### config.mk
export PLATFORM = sky130hd
export DESIGN_NAME = parity_serializer_flat
export DESIGN_NICKNAME = d
export VERILOG_FILES = /design/src/rtl/parity_serializer_if.sv /design/src/rtl/parity_serializer.sv /design/src/flat_wrapper.sv
export SDC_FILE = /design/constraint.sdc
export NUM_CORES = 1
export LEC_CHECK = 0
export BUFFER_PORTS_ARGS = -buffer_cell sky130_fd_sc_hd__buf_2
export CORE_ASPECT_RATIO = 0.9
export CORE_MARGIN = 1
export CORE_UTILIZATION = 42
export DETAILED_ROUTE_END_ITERATION = 7
export PLACE_DENSITY_LB_ADDON = 0.05
export RECOVER_POWER = 25
export SETUP_SLACK_MARGIN = 0.2
export SYNTH_ARGS = -nofsm -noshare
export SYNTH_HDL_FRONTEND = slang
export SYNTH_SLANG_ARGS = --single-unit
### constraint.sdc
create_clock -name clk -period 1.9 [get_ports clk]
set_clock_uncertainty 0.2 [all_clocks]
set_input_delay 0.38 -clock clk [delete_from_list [all_inputs] [get_ports clk]]
set_output_delay 0.38 -clock clk [all_outputs]
set_load 0.05 [all_outputs]
### src/rtl/parity_serializer_if.sv
// Purpose: groups the serializer's load/codeword inputs and serial-line outputs.
// Latency: none (wiring only).
// Backpressure: none; the serial line is free-running once a frame starts.
// Ports: load, data_in (encoder side); ser_out, ser_valid, frame_start,
//        frame_done, busy, overrun (channel side).
interface parity_serializer_if #(
  parameter int WORD_W = 96
);
  logic              load;
  logic [WORD_W-1:0] data_in;
  logic              ser_out;
  logic              ser_valid;
  logic              frame_start;
  logic              frame_done;
  logic              busy;
  logic              overrun;

  // master: the encoder/test side that supplies codewords and watches the line
  modport master (
    output load, data_in,
    input  ser_out, ser_valid, frame_start, frame_done, busy, overrun
  );

  // slave: the serializer itself
  modport slave (
    input  load, data_in,
    output ser_out, ser_valid, frame_start, frame_done, busy, overrun
  );
endinterface

### src/rtl/parity_serializer.sv
// Purpose: captures a codeword on a rising load and emits it MSB-first with a
//          parity bit after every GROUP_W data bits.
// Latency: first data bit one cycle after the load edge, last parity bit
//          WORD_W + WORD_W/GROUP_W cycles after it.
// Backpressure: none; load edges arriving mid-frame are dropped and flagged
//               on the sticky overrun output.
// Ports: clk, rst_n (async active-low); bus (slave modport) carries load,
//        data_in, ser_out, ser_valid, frame_start, frame_done, busy, overrun.
module parity_serializer #(
  parameter int WORD_W  = 96,
  parameter int GROUP_W = 8,
  parameter int ODD_PAR = 0
) (
  input  logic                 clk,
  input  logic                 rst_n,
  parity_serializer_if.slave   bus
);

  localparam int NGRP = WORD_W / GROUP_W;
  localparam int BW   = (GROUP_W > 1) ? $clog2(GROUP_W) : 1;
  localparam int GW   = (NGRP > 1) ? $clog2(NGRP) : 1;

  localparam logic [BW-1:0] BIT_LAST = BW'(GROUP_W - 1);
  localparam logic [GW-1:0] GRP_LAST = GW'(NGRP - 1);
  localparam logic          PAR_INV  = (ODD_PAR != 0);

  typedef enum logic [1:0] {
    IDLE = 2'd0,
    DATA = 2'd1,
    PAR  = 2'd2
  } state_t;

  state_t            state_q,     state_d;
  logic [WORD_W-1:0] shift_reg_q, shift_reg_d;
  logic [BW-1:0]     bit_cnt_q,   bit_cnt_d;
  logic [GW-1:0]     grp_cnt_q,   grp_cnt_d;
  logic              par_acc_q,   par_acc_d;
  logic              load_dly_q,  load_dly_d;
  logic              overrun_q,   overrun_d;

  logic load_edge;
  logic last_par;
  logic busy_c;
  logic ser_out_c;
  logic ser_valid_c;
  logic frame_start_c;
  logic frame_done_c;

  // Edge detect: a level that was already high before the clock is ignored.
  assign load_edge = bus.load & ~load_dly_q;

  // The final parity slot of a frame is the one cycle where a new load edge
  // is accepted without a gap instead of being flagged as an overrun.
  assign last_par  = (state_q == PAR) && (grp_cnt_q == GRP_LAST);
  assign busy_c    = (state_q != IDLE);

  always_comb begin
    state_d       = state_q;
    shift_reg_d   = shift_reg_q;
    bit_cnt_d     = bit_cnt_q;
    grp_cnt_d     = grp_cnt_q;
    par_acc_d     = par_acc_q;
    load_dly_d    = bus.load;
    overrun_d     = overrun_q;
    ser_out_c     = 1'b0;
    ser_valid_c   = 1'b0;
    frame_start_c = 1'b0;
    frame_done_c  = 1'b0;

    if (load_edge && busy_c && !last_par) begin
      overrun_d = 1'b1;
    end

    unique case (state_q)
      IDLE: begin
        if (load_edge) begin
          shift_reg_d = bus.data_in;
          bit_cnt_d   = '0;
          grp_cnt_d   = '0;
          par_acc_d   = 1'b0;
          state_d     = DATA;
        end
      end

      DATA: begin
        ser_out_c     = shift_reg_q[WORD_W-1];
        ser_valid_c   = 1'b1;
        frame_start_c = (bit_cnt_q == '0) && (grp_cnt_q == '0);
        shift_reg_d   = {shift_reg_q[WORD_W-2:0], 1'b0};
        par_acc_d     = par_acc_q ^ shift_reg_q[WORD_W-1];
        if (bit_cnt_q == BIT_LAST) begin
          bit_cnt_d = '0;
          state_d   = PAR;
        end else begin
          bit_cnt_d = bit_cnt_q + 1'b1;
        end
      end

      PAR: begin
        ser_out_c   = par_acc_q ^ PAR_INV;
        ser_valid_c = 1'b1;
        par_acc_d   = 1'b0;
        if (grp_cnt_q == GRP_LAST) begin
          frame_done_c = 1'b1;
          grp_cnt_d    = '0;
          if (load_edge) begin
            // Back-to-back frame: recapture now so bit 0 follows immediately.
            shift_reg_d = bus.data_in;
            bit_cnt_d   = '0;
            state_d     = DATA;
          end else begin
            state_d = IDLE;
          end
        end else begin
          grp_cnt_d = grp_cnt_q + 1'b1;
          state_d   = DATA;
        end
      end

      default: begin
        state_d = IDLE;
      end
    endcase
  end

  always_ff @(posedge clk or negedge rst_n) begin
    if (!rst_n) begin
      state_q     <= IDLE;
      shift_reg_q <= '0;
      bit_cnt_q   <= '0;
      grp_cnt_q   <= '0;
      par_acc_q   <= 1'b0;
      load_dly_q  <= 1'b0;
      overrun_q   <= 1'b0;
    end else begin
      state_q     <= state_d;
      shift_reg_q <= shift_reg_d;
      bit_cnt_q   <= bit_cnt_d;
      grp_cnt_q   <= grp_cnt_d;
      par_acc_q   <= par_acc_d;
      load_dly_q  <= load_dly_d;
      overrun_q   <= overrun_d;
    end
  end

  // Line outputs decode directly from the registered state, so an
  // asynchronous reset silences them in the same cycle.
  assign bus.ser_out     = ser_out_c;
  assign bus.ser_valid   = ser_valid_c;
  assign bus.frame_start = frame_start_c;
  assign bus.frame_done  = frame_done_c;
  assign bus.busy        = busy_c;
  assign bus.overrun     = overrun_q;

endmodule
### src/flat_wrapper.sv
// flat-port wrapper written by rule: the top's interface ports become plain ports
module parity_serializer_flat 
#(
  parameter int WORD_W  = 96,
  parameter int GROUP_W = 8,
  parameter int ODD_PAR = 0
)
  (clk, rst_n, bus_load, bus_data_in, bus_ser_out, bus_ser_valid, bus_frame_start, bus_frame_done, bus_busy, bus_overrun);
  parity_serializer_if #(.WORD_W(WORD_W)) bus_i ();
  input  logic clk;
  input  logic rst_n;
  input wire logic [$bits(bus_i.load)-1:0] bus_load;
  input wire logic [$bits(bus_i.data_in)-1:0] bus_data_in;
  output wire logic [$bits(bus_i.ser_out)-1:0] bus_ser_out;
  output wire logic [$bits(bus_i.ser_valid)-1:0] bus_ser_valid;
  output wire logic [$bits(bus_i.frame_start)-1:0] bus_frame_start;
  output wire logic [$bits(bus_i.frame_done)-1:0] bus_frame_done;
  output wire logic [$bits(bus_i.busy)-1:0] bus_busy;
  output wire logic [$bits(bus_i.overrun)-1:0] bus_overrun;
  assign bus_i.load = bus_load;
  assign bus_i.data_in = bus_data_in;
  assign bus_ser_out = bus_i.ser_out;
  assign bus_ser_valid = bus_i.ser_valid;
  assign bus_frame_start = bus_i.frame_start;
  assign bus_frame_done = bus_i.frame_done;
  assign bus_busy = bus_i.busy;
  assign bus_overrun = bus_i.overrun;
  parity_serializer #(.WORD_W(WORD_W), .GROUP_W(GROUP_W), .ODD_PAR(ODD_PAR)) u_core (.clk(clk), .rst_n(rst_n), .bus(bus_i));
endmodule
==> run summary <==
Final-report hold violation count -> 0
Final ANT Viol Nets -> 0
Register area share after synthesis -> 52.31%
Post-Syn Instances -> 523
TritonCTS Buffers -> 9
Initial antenna violation count -> 2
Final max-slew violation count -> 0
Later-pin clock latency in the skew report -> 360 ps
Port bufs -> 104
Post-layout min period -> 2176 ps
Setup crit end kind -> register
RSZ-0062 raised after global routing -> true
I/O pins -> 105
Worst Path Buf+Inv -> 4
Violated checks -> negative setup slack
GPL Wtd Cong -> 0.8042
Initial core utilization -> 42.95%
Setup crit start -> u_core.state_q[0]
Placed inst area -> 0.006228 mm2
Hold Path Sink -> u_core.shift_reg_q[78]
Max-Cap Viols -> 0
Final non-filler cell area -> 0.008892 mm2
WHS Path Cells -> 3
R2R Setup Slk -> -280 ps
Cell area after synthesis -> 0.005166 mm2
Commonest non-fill, non-tap cells in the layout -> o22ai_2, dfrtp_1, buf_2
Period utilization -> 114.5%
Crit-path max cell delay -> 430 ps
Total GRT Usage -> 27.45%
Gr ovfl total -> 0
Tot Pwr -> 12920 uW
Setup CP Type -> register to register
# fillers -> 796
Largest family of logic cells by synthesized area -> compound AO/OA/AOI/OAI gates
Compound-Gate Fraction of Synth Area -> 35.75%
HP Start -> bus_data_in[78]
Wirelength per Cell -> 22.45 um
Post-route setup slack -> -276.4 ps
Arrival time at the worst endpoint -> 2200 ps
Peak VDD IR -> 0.8266 mV
Root Driver -> clkbuf_16
Final Net Count -> 783
Die area -> 0.01275 mm2
CTS max path bufs -> 2
Die W -> 118.9 um
Simple-gate area share of the yosys netlist -> 2.834%
CP Launch Type -> register
Worst EP required -> 1920 ps
Adder-cell share of the synthesized area -> 2.180%
Dpl hpwl -> 8.749 mm
Avg Cell Area, Syn -> 9.878 um2
Vias in the first global route -> 5102
Slew @ Worst Pin -> 1133 ps
Reg-to-reg critical path endpoint -> u_core.shift_reg_q[88]
Cell Rows -> 38
Crit Reg-Reg Startpoint -> u_core.state_q[0]
Number of distinct library cells after synthesis -> 36
Clock transition at path regs -> 70 ps
CP delay by family, top -> compound AO/OA/AOI/OAI gates
Most common cell after layout, fill and taps aside -> o22ai_2
CTS tree -> yes
GRT met2 Usage -> 43.65%
Most used cell along the critical path -> buf_6
Critical path peak fanout -> 7
Post-synthesis register bit count -> 108
Min-Delay Path Class -> input pin to register
Busiest metal layer after global routing -> met2
Routing usage on met1 -> 36.33%
Critical path's slowest cell -> a211o_4
DRC Markers -> 0
Via count -> 5408
Outcome -> finished with violations
Via/cell ratio -> 6.430
Syn. warnings -> 0
Pwr dens -> 1453 mW/mm2
Synth Area in XOR/XNOR -> 0.1695%
Chip height -> 107.2 um
First-pass GRT wire length -> 27.05 mm
F_max -> 459.5 MHz
Reg2Reg Depth -> 8
Max-Slew Margin vs Limit -> 24.50%
# setup viols final -> 100
Mux contribution to synthesized area -> 0.3875%
Drt pass-1 iters -> 5
Area delta synth->final -> 72.12%
Critical path, cell by cell -> inv_2 -> buf_6 -> ha_4 -> buf_6 -> a211o_4 -> buf_6 -> o22ai_1 -> a21oi_1
Final wirelength -> 18.88 mm
Clock sink total -> 108
GRT met3 Usage -> 7.074%
Iter 0 DRT Violations -> 429
H-tree lvl count -> 3
Syn_nets -> 631
Largest net degree at the start of global routing -> 71
Share of cells above drive strength 1 -> 61.71%
CORE AREA -> 0.01203 mm2
Leak -> 0.003423 uW
[synthesized netlist by cell type, drive strengths merged]
cell	count	area (um2)
mux2i	2	20.02
dfrtp	108	2703
ha	9	112.6
clkbuf	12	45.04
inv	11	41.29
nor3	2	10.01
a21boi	1	7.510
nand2b	2	12.51
nor4b	1	8.760
nor2b	2	12.51
a31o	1	8.760
o211ai	1	7.510
nand3b	1	20.02
o41ai	2	17.52
and3	1	6.260
a211o	2	17.52
o22ai	192	1201
a211oi	1	7.510
nand2	8	30.03
a21oi	101	505.5
a31oi	2	12.51
a221o	1	10.01
nor2	5	18.77
or3	1	6.260
o21ai	2	10.01
nand3	3	15.01
o221ai	1	8.760
and2	1	6.260
xnor2	1	8.760
a32o	1	10.01
o31ai	3	22.52
buf	42	242.7
[layout make-up]
cell class              instances  area, um2  area share [%]
inverters                      11      46.29          0.5206
flip-flops and latches        108       2705           30.42
diodes                          2      5.005         0.05628
multi-input cells             352       3598           40.47
well taps                     160      200.2           2.251
repair buffers                193       2036           22.89
clock inverters                 4      48.80          0.5488
clock buffers                  11      252.7           2.842
[power by group]
group	total, uW	switching (uW)	internal, uW
clock	1950	868	1080
combinational	6550	2990	3560
sequential	4420	1210	3210
[worst max path at each step]
stage                                        end  slack, ps  cells after the start
final                     u_core.shift_reg_q[88]       -280                      8
after global routing      u_core.shift_reg_q[88]       -310                      8
after CTS                        bus_frame_start       -230                      5
after detailed placement         bus_frame_start         -6                      5
after global placement           bus_frame_start         40                      5
after floorplan                      bus_ser_out         70                      5
[logic make-up (layout without fill, tap and decap cells)]
kind of cell | Yosys count | after routing
simple gates | 27 | 27
buf+inv | 65 | 219
other cells | 0 | 2
compound gates | 311 | 313
mux | 2 | 2
fa+ha+maj | 9 | 9
xor+xnor | 1 | 1
flops | 108 | 108
[registers in the layout, summed over array words and instances, names as in the netlist]
name	count
u_core.par_acc_q	1
u_core.bus.overrun	1
u_core.shift_reg_q	96
u_core.bit_cnt_q	3
u_core.load_dly_q	1
u_core.grp_cnt_q	4
u_core.state_q	2
[per-layer routing]
metal | up-vias | part of all wire, %
met4 | 2 | 1.9
met3 | 35 | 5.8
li1 | 2399 | -
met1 | 2766 | 43
met5 | - | 0.053
met2 | 206 | 49
[through the flow]
stage	instances	hold slack [ps]	TNS, ps	worst slack [ps]	utilization (%)
after floorplan	523	-115.6	0	68.38	-
after global placement	774	210.4	0	42.65	51.78
after detailed placement	774	205.5	-5.528	-5.528	51.78
after CTS	824	102.4	-17360	-225.2	64.62
after global routing	840	108.1	-22330	-311.2	73.90
final	841	97.68	-18720	-276.4	73.92
[what timing repair did]
action	CTS	global route
pin swaps	51	50
buffers inserted	18	4
endpoints found under the setup margin	106	110
resized for setup	117	146
gates cloned	15	11
hold buffers	2	0
hold endpoints to repair	33	0
[worst register-to-register path, stage by stage (launching register included)]
cell and delay [ps]:
dfrtp_1 400, inv_2 70, buf_6 120, ha_4 170, buf_6 130, a211o_4 430
buf_6 190, o22ai_1 210, a21oi_1 120
Note: power is estimated with default switching activity, not from simulation.
